--- config.mk ---
export PLATFORM = sky130hd
export DESIGN_NAME = complex_array_seq_ctrl
export DESIGN_NICKNAME = d
export VERILOG_FILES = /design/src/rtl/complex_array_seq_ctrl.sv
export SDC_FILE = /design/constraint.sdc
export NUM_CORES = 1
export LEC_CHECK = 0
export CAP_MARGIN = 15
export CORE_MARGIN = 8
export CORE_UTILIZATION = 45
export CTS_CLUSTER_DIAMETER = 100
export DETAILED_ROUTE_END_ITERATION = 7
export GPL_TIMING_DRIVEN = 0
export PLACE_DENSITY = 0.83
export SYNTH_ARGS = -nofsm -noshare
export SYNTH_HDL_FRONTEND = slang
export SYNTH_SLANG_ARGS = --single-unit
--- constraint.sdc ---
create_clock -name clk -period 3.85 [get_ports clk]
set_input_delay 0.9625 -clock clk [delete_from_list [all_inputs] [get_ports clk]]
set_output_delay 0.9625 -clock clk [all_outputs]
set_load 0.02 [all_outputs]
--- src/rtl/complex_array_seq_ctrl.sv ---
`default_nettype none
// ============================================================================
// Module   : complex_array_seq_ctrl
// Brief    : Sequencer that streams operand reads into the complex add/sub
//            core and writes its results back, with a drain watchdog.
// Revision : 1.0
// ============================================================================
module complex_array_seq_ctrl #(
    parameter int N_ELEM   = 16,
    parameter int ADDR_W   = 4,
    parameter int DATA_W   = 16,
    parameter int MEM_LAT  = 1,
    parameter int CORE_LAT = 2,
    parameter int TO_CYC   = 8
) (
    input  logic                clk,
    input  logic                rst_n,
    input  logic                start,
    input  logic                operation,
    output logic                busy,
    output logic                done,
    output logic                err,
    output logic                rd_en,
    output logic [ADDR_W-1:0]   rd_addr,
    output logic                a_valid,
    output logic                b_valid,
    output logic                core_op,
    input  logic                core_valid,
    input  logic [DATA_W-1:0]   core_re,
    input  logic [DATA_W-1:0]   core_im,
    output logic                wr_en,
    output logic [ADDR_W-1:0]   wr_addr,
    output logic [2*DATA_W-1:0] wr_data
);

    localparam int WD_W = $clog2(TO_CYC + 1);

    // Counters carry one extra bit so N_ELEM = 2^ADDR_W terminates cleanly.
    localparam logic [ADDR_W:0] c_N_ELEM  = (ADDR_W + 1)'(N_ELEM);
    localparam logic [ADDR_W:0] c_CNT_ONE = (ADDR_W + 1)'(1);
    localparam logic [WD_W-1:0] c_WD_LAST = WD_W'(TO_CYC - 1);
    localparam logic [WD_W-1:0] c_WD_ONE  = WD_W'(1);

    generate
        if (N_ELEM < 2 || MEM_LAT < 1 || CORE_LAT < 1 || TO_CYC < 1 ||
            (1 << ADDR_W) < N_ELEM) begin : g_param_check
            $error("complex_array_seq_ctrl: illegal parameter combination");
        end
    endgenerate

    typedef enum logic [1:0] {
        S_IDLE  = 2'd0,
        S_ISSUE = 2'd1,
        S_DRAIN = 2'd2,
        S_DONE  = 2'd3
    } state_t;

    state_t              r_state;
    logic [ADDR_W:0]     r_rd_cnt;
    logic [ADDR_W:0]     r_wr_cnt;
    logic [WD_W-1:0]     r_wd;
    logic                r_busy;
    logic                r_done;
    logic                r_err;
    logic                r_rd_en;
    logic [ADDR_W-1:0]   r_rd_addr;
    logic                r_core_op;
    logic                r_wr_en;
    logic [ADDR_W-1:0]   r_wr_addr;
    logic [2*DATA_W-1:0] r_wr_data;
    logic [MEM_LAT-1:0]  r_vpipe;
    logic                w_capture;

    // Results are only taken while an operation is in flight and not yet full.
    assign w_capture = core_valid &&
                       (r_state == S_ISSUE || r_state == S_DRAIN) &&
                       (r_wr_cnt < c_N_ELEM);

    always_ff @(posedge clk or negedge rst_n) begin
        if (!rst_n) begin
            r_state   <= S_IDLE;
            r_rd_cnt  <= '0;
            r_wr_cnt  <= '0;
            r_wd      <= '0;
            r_busy    <= 1'b0;
            r_done    <= 1'b0;
            r_err     <= 1'b0;
            r_rd_en   <= 1'b0;
            r_rd_addr <= '0;
            r_core_op <= 1'b0;
            r_wr_en   <= 1'b0;
            r_wr_addr <= '0;
            r_wr_data <= '0;
        end else begin
            r_wr_en <= w_capture;
            if (w_capture) begin
                r_wr_addr <= r_wr_cnt[ADDR_W-1:0];
                r_wr_data <= {core_re, core_im};
                r_wr_cnt  <= r_wr_cnt + c_CNT_ONE;
            end

            case (r_state)
                S_IDLE: begin
                    if (start) begin
                        r_state   <= S_ISSUE;
                        r_core_op <= operation;
                        r_err     <= 1'b0;
                        r_busy    <= 1'b1;
                        r_rd_en   <= 1'b1;
                        r_rd_addr <= '0;
                        r_rd_cnt  <= c_CNT_ONE;
                        r_wr_cnt  <= '0;
                        r_wd      <= '0;
                    end
                end
                S_ISSUE: begin
                    if (r_rd_cnt == c_N_ELEM) begin
                        r_rd_en <= 1'b0;
                        r_state <= S_DRAIN;
                    end else begin
                        r_rd_addr <= r_rd_cnt[ADDR_W-1:0];
                        r_rd_cnt  <= r_rd_cnt + c_CNT_ONE;
                    end
                end
                S_DRAIN: begin
                    if (core_valid) begin
                        r_wd <= '0;
                    end else begin
                        r_wd <= r_wd + c_WD_ONE;
                    end
                    if (r_wr_cnt == c_N_ELEM) begin
                        r_state <= S_DONE;
                        r_done  <= 1'b1;
                    end else if (!core_valid && r_wd == c_WD_LAST) begin
                        r_err   <= 1'b1;
                        r_state <= S_DONE;
                        r_done  <= 1'b1;
                    end
                end
                S_DONE: begin
                    r_done  <= 1'b0;
                    r_busy  <= 1'b0;
                    r_state <= S_IDLE;
                end
                default: begin
                    r_state <= S_IDLE;
                end
            endcase
        end
    end

    // Operand-valid strobe tracks the read enable through the BRAM latency.
    generate
        if (MEM_LAT == 1) begin : g_lat_one
            always_ff @(posedge clk or negedge rst_n) begin
                if (!rst_n) begin
                    r_vpipe <= '0;
                end else begin
                    r_vpipe <= r_rd_en;
                end
            end
        end else begin : g_lat_multi
            always_ff @(posedge clk or negedge rst_n) begin
                if (!rst_n) begin
                    r_vpipe <= '0;
                end else begin
                    r_vpipe <= {r_vpipe[MEM_LAT-2:0], r_rd_en};
                end
            end
        end
    endgenerate

    assign busy    = r_busy;
    assign done    = r_done;
    assign err     = r_err;
    assign rd_en   = r_rd_en;
    assign rd_addr = r_rd_addr;
    assign a_valid = r_vpipe[MEM_LAT-1];
    assign b_valid = r_vpipe[MEM_LAT-1];
    assign core_op = r_core_op;
    assign wr_en   = r_wr_en;
    assign wr_addr = r_wr_addr;
    assign wr_data = r_wr_data;

endmodule
`default_nettype wire

# [Word-level counts from Yosys, hierarchy flattened]
# Cells that the tools add are included.
[op_classes] n_addsub=3 mul=0 bitwise=0 shifts=0 n_reduce_logical=18 mux=26 n_lt_le_gt_ge=1 n_div=0 eq_ne=12
[op_table] op="5-bit two-way mux" count=5
[op_table] op="4-bit case mux with 2 select lines" count=2
[op_table] op="4-bit two-way mux" count=3
[op_table] op="5-bit by 1-bit adder with 5-bit output, second input constant" count=2
[op_table] op="5-bit == test, second input constant" count=2
[op_table] op="5-bit case mux with 2 select lines" count=1
[op_table] op="3-bit AND reduction" count=3
[op_table] op="2-bit two-way mux" count=4
[op_table] op="1-bit case mux with 2 select lines" count=4
[op_table] op="2-bit case mux with 4 select lines" count=1
[op_table] op="2-bit AND reduction" count=4
[op_table] op="2-bit nonzero test" count=4
[op_table] op="1-bit two-way mux" count=6
[op_table] op="2-bit inequality test, second input constant" count=3
[op_table] op="5-bit < comparator, second input constant" count=1
[op_table] op="4-bit by 1-bit adder with 4-bit output, second input constant" count=1
[op_table] op="2-bit == test, second input constant" count=2
[op_table] op="4-bit by 3-bit == test with 1-bit output, second input constant" count=1
[op_table] op="2-bit by 1-bit inequality test with 1-bit output, second input constant" count=2
[op_table] op="4-bit AND reduction" count=1
[op_table] op="1-bit logical AND" count=3
[op_table] op="3-bit by 1-bit inequality test with 1-bit output, second input constant" count=1
[op_table] op="2-bit by 1-bit == test with 1-bit output, second input constant" count=1
[op_table] op="2-bit logical NOT" count=1
[op_table] op="2 further kinds" count=2
[word_totals] romBits=0 latch_bits=0 n_memories=0 ram_bits=0 wordCells=74 reg_bits=63 in_bits=37 output_inout_bits=48

# [Logic depth before layout (Yosys ltp)]
[logic_depth] ltp_word=7 ltp_mapped=8 depth_no_buf=7

# [Worst setup path after synthesis]
# No wires, ideal clock.
[synth_path] path_type="input to register" startpoint="input core_valid" endpoint="register r_state[1]" required_time_ns=3.725 n_path_buf=0 setup_slack_ns=1.800 cell_stages=4 setup_ns=0.125 t_arrival_ns=1.925 path_cell_list="and4bb_2 > or3b_4 > nand3_2 > mux2_4"
[synth_between] elab_chain_len=4
[synth_lines] element="start, declared" line="28" text="input logic core_valid,"
[synth_lines] element="1-bit logical NOT" line="134" text="end else if (!core_valid && r_wd == c_WD_LAST) begin"
[synth_lines] element="1-bit logical AND" line="134"
[synth_lines] element="3-bit by 1-bit inequality test with 1-bit output (no source line)"
[synth_lines] element="3-bit AND reduction (no source line)"
[synth_lines] element="end signal, assigned" line="132" text="r_state <= S_DONE;"
[synth_lines] element="end signal, assigned" line="136" text="r_state <= S_DONE;"
[synth_lines] element="end signal, assigned" line="143" text="r_state <= S_IDLE;"
[synth_lines] element="end, declared" line="58" text="state_t r_state;"
# Every way passes these cells.
# A chain may end at the register's enable or synchronous reset.

# [Worst setup path after layout]
[layout_path] startpoint="register r_vpipe (netlist: a_valid)" endpoint="output b_valid"
[layout_rtl] element="start, declared" line="71" text="logic [MEM_LAT-1:0] r_vpipe;"
[layout_rtl] element="start signal, assigned" line="159" text="r_vpipe <= r_rd_en;"
[layout_rtl] element="end, declared" line="26" text="output logic b_valid,"
# No word-level cell between the ends.

==> impl_metrics.yaml <==
timing:
  worst_pin_slew_ps: 790
  drv_slew: 0
  max_freq_mhz: 426
  fin_ws_ps: 1510
  rsz0062_at_grt: "false"
  post-route-min-period_ps: 2340
  maxSlewHeadroom_pct: 47.3
  clock_skew_ps: 6.91
  period_share_pct: 60.9
  final-setup-viol-count: 0
  hold_violations: 0
  tns_ps: 0
synthesis:
  ys_seq_elements: 63
  synth_top_family_by_area: "simple AND/OR/NAND/NOR gates"
  ys_seq_area_share_pct: 56.0
  synth_xor_area_share_pct: 1.56
  ys.flop_type: "dfrtp_1"
  yosys.area_share.simple_pct: 24.5
  synthMuxAreaShare_pct: 1.29
  synth.avg_cell_area_um2: 9.60
  synth_area_leaders: "dfrtp_1 56%, nand2_1 16%, ha_1 4.0%, a22o_1 2.5%, nor2_1 1.7%"
  async_flop_share_pct: 100
  syn_area_um2: 2810
  synth_largest_area_cell: "dfrtp_1"
  synthAdderAreaFrac_pct: 4.00
  ys.warnings.count: 0
  synth_nets: 339
  synth_cells: 293
  synth-edff-count: 0
  synth_cell_type_count: 42
  synth_top_area_share_pct: 56.0
  synth_compound_gate_area_share_pct: 8.23
placed_design:
  gp_congestion: 0.807
  dp_hpwl_um: 5120
  dp_worst_setup_slack_ps: 1190
  placed_area_um2: 3740
  io_buffers: 83
global_route:
  grt_usage_pct: 16.5
  grt_first_pass_wirelength_um: 11600
  antenna_found_initial: 0
  grt_max_degree: 64
  grt_pass1_vias: 2456
  gr-total-overflow: 0
power_and_ir_drop:
  power.total_w: 0.00344
  power_density_nw_per_um2: 872
  p_leak_nw: 1.90
  peakVddDrop_v: 0.000563
worst_setup_path:
  endpoint_kind: "output pin"
  start_kind: "register"
  arrival_ps: 1380
  crit_end: "b_valid"
  crit_required_ps: 2890
  critPathKind: "reg -> out"
  timing.rr.start: "r_wr_cnt[0]$_DFF_PN0_"
  timing.rr.end: "r_state[1]$_DFFE_PN0P_"
  r2r_cells: 6
  reg2reg_slack_ps: 2010
  startpoint: "a_valid$_DFF_PN0_"
  crit_fanout: 2
routing:
  drtPass1Iterations: 4
  wire_per_inst_um: 14.8
  drc_errors: 0
  vias: 2345
  antenna_left: 0
  vias_per_cell: 5.00
  drt-total-wl_um: 6940
  drt_iter0_markers: 80
clocking:
  postCtsSetupRepairBufs: 0
  htreeDepth: 3
  clk_pin_slew_worst_paths_ps: 70
  root_buffer: "clkbuf_8"
  clk_latency_ps: 340
  clk_path_buf_depth: 2
  clkSinkCount: 63
  cts_made_buffers: 9
  tritoncts: "built"
  hold_buffers: 0
  cts.repair.resized: 0
layout:
  syn_to_final_growth_pct: 40.2
  final_cell_mix: "119 x nand2_1, 82 x clkdlybuf4s50_1, 63 x dfrtp_1, 13 x nor2_1, 11 x clkbuf_8"
  layout-drive-gt1-share_pct: 8.42
  fin_area_um2: 3950
  diodes: 0
  n_fill_cell: 500
  layout_commonest_cell: "nand2_1"
  layout.nets: 433
floorplan:
  dieArea_um2: 9040
  die_height_um: 95.1
  num_rows: 29
  dieWidth_um: 95.1
  fp.coreArea_um2: 6200
  io_pins: 85
  initial_core_util_pct: 45.4
outcome:
  status: "completed"
worst_hold_path:
  hp-class: "reg -> reg"
  hold_start: "rd_en$_DFFE_PN0P_"
flow_run:
  drv_cap: 0
[where the power goes]
part           total (W)  leakage [nW]  switching (W)  internal, W
Sequential       0.00114         0.789       0.000186     0.000951
Clock           0.000599         0.105       0.000266     0.000333
Combinational    0.00171          1.01       0.000949     0.000757
[per-layer routing]
metal	routed length, µm	up-vias	GRT usage (%)
li1	-	1142	-
met1	2690	1123	17.5
met3	823	7	10.2
met4	80	0	6.11
met5	0	-	0
met2	3350	73	26.3
[registers in the layout (all words and copies together), names as in the netlist, 2 cells and up]
name and count:
r_wd 4, wr_data 32, r_rd_cnt 5, wr_addr 4, r_wr_cnt 5, r_state 2, rd_addr 4
[cell type report]
cell class | count | area (µm²) | share of cell area [%]
well taps | 77 | 96.3 | 2.44
inverters | 8 | 30.0 | 0.761
flip-flops and latches | 63 | 1580 | 39.9
plain buffers | 15 | 95.1 | 2.41
repair buffers | 83 | 828 | 21.0
clock buffers | 11 | 151 | 3.84
multi-input cells | 207 | 1110 | 28.2
clock inverters | 5 | 56.3 | 1.43
[through the flow]
| stage | cells | hold WS (ps) | util (%) |
|---|---|---|---|
| 2_1_floorplan | 293 | 471 | - |
| 3_3_place_gp | 453 | 436 | 60.3 |
| 3_5_place_dp | 453 | 442 | 60.3 |
| 4_1_cts | 469 | 462 | 63.6 |
| 5_1_grt | 469 | 474 | 63.6 |
| 6_report | 469 | 460 | 63.6 |
[worst min path at each step]
stage / end / slack, ps / cells after the start
after floorplan: r_wr_cnt[4]$_DFF_PN0_ / 470 / 2
after global placement: a_valid$_DFF_PN0_ / 440 / 0
after detailed placement: a_valid$_DFF_PN0_ / 440 / 0
after CTS: a_valid$_DFF_PN0_ / 460 / 0
after global routing: a_valid$_DFF_PN0_ / 470 / 0
final: a_valid$_DFF_PN0_ / 460 / 0
[cell families after synthesis]
group	Yosys count
multiplexers	3
AO/OA/AOI/OAI	34
XOR/XNOR	5
buffers and inverters	23
flip-flops	63
AND/OR/NAND/NOR	156
adder cells (fa/ha/maj)	9
[cells in the mapped netlist (all sizes together) (6+ instances only)]
master  count
nand2     119
dfrtp      63
nor2       13
a21oi       9
ha          9
a22o        8
buf         8
inv         8
o21ai       8
clkbuf      6
[critical path: stages, from the launching register on]
cell and delay (ps):
dfrtp_1 350, buf_4 100, clkdlybuf4s50_1 590
No activity file was read; power rests on OpenSTA's default activity.
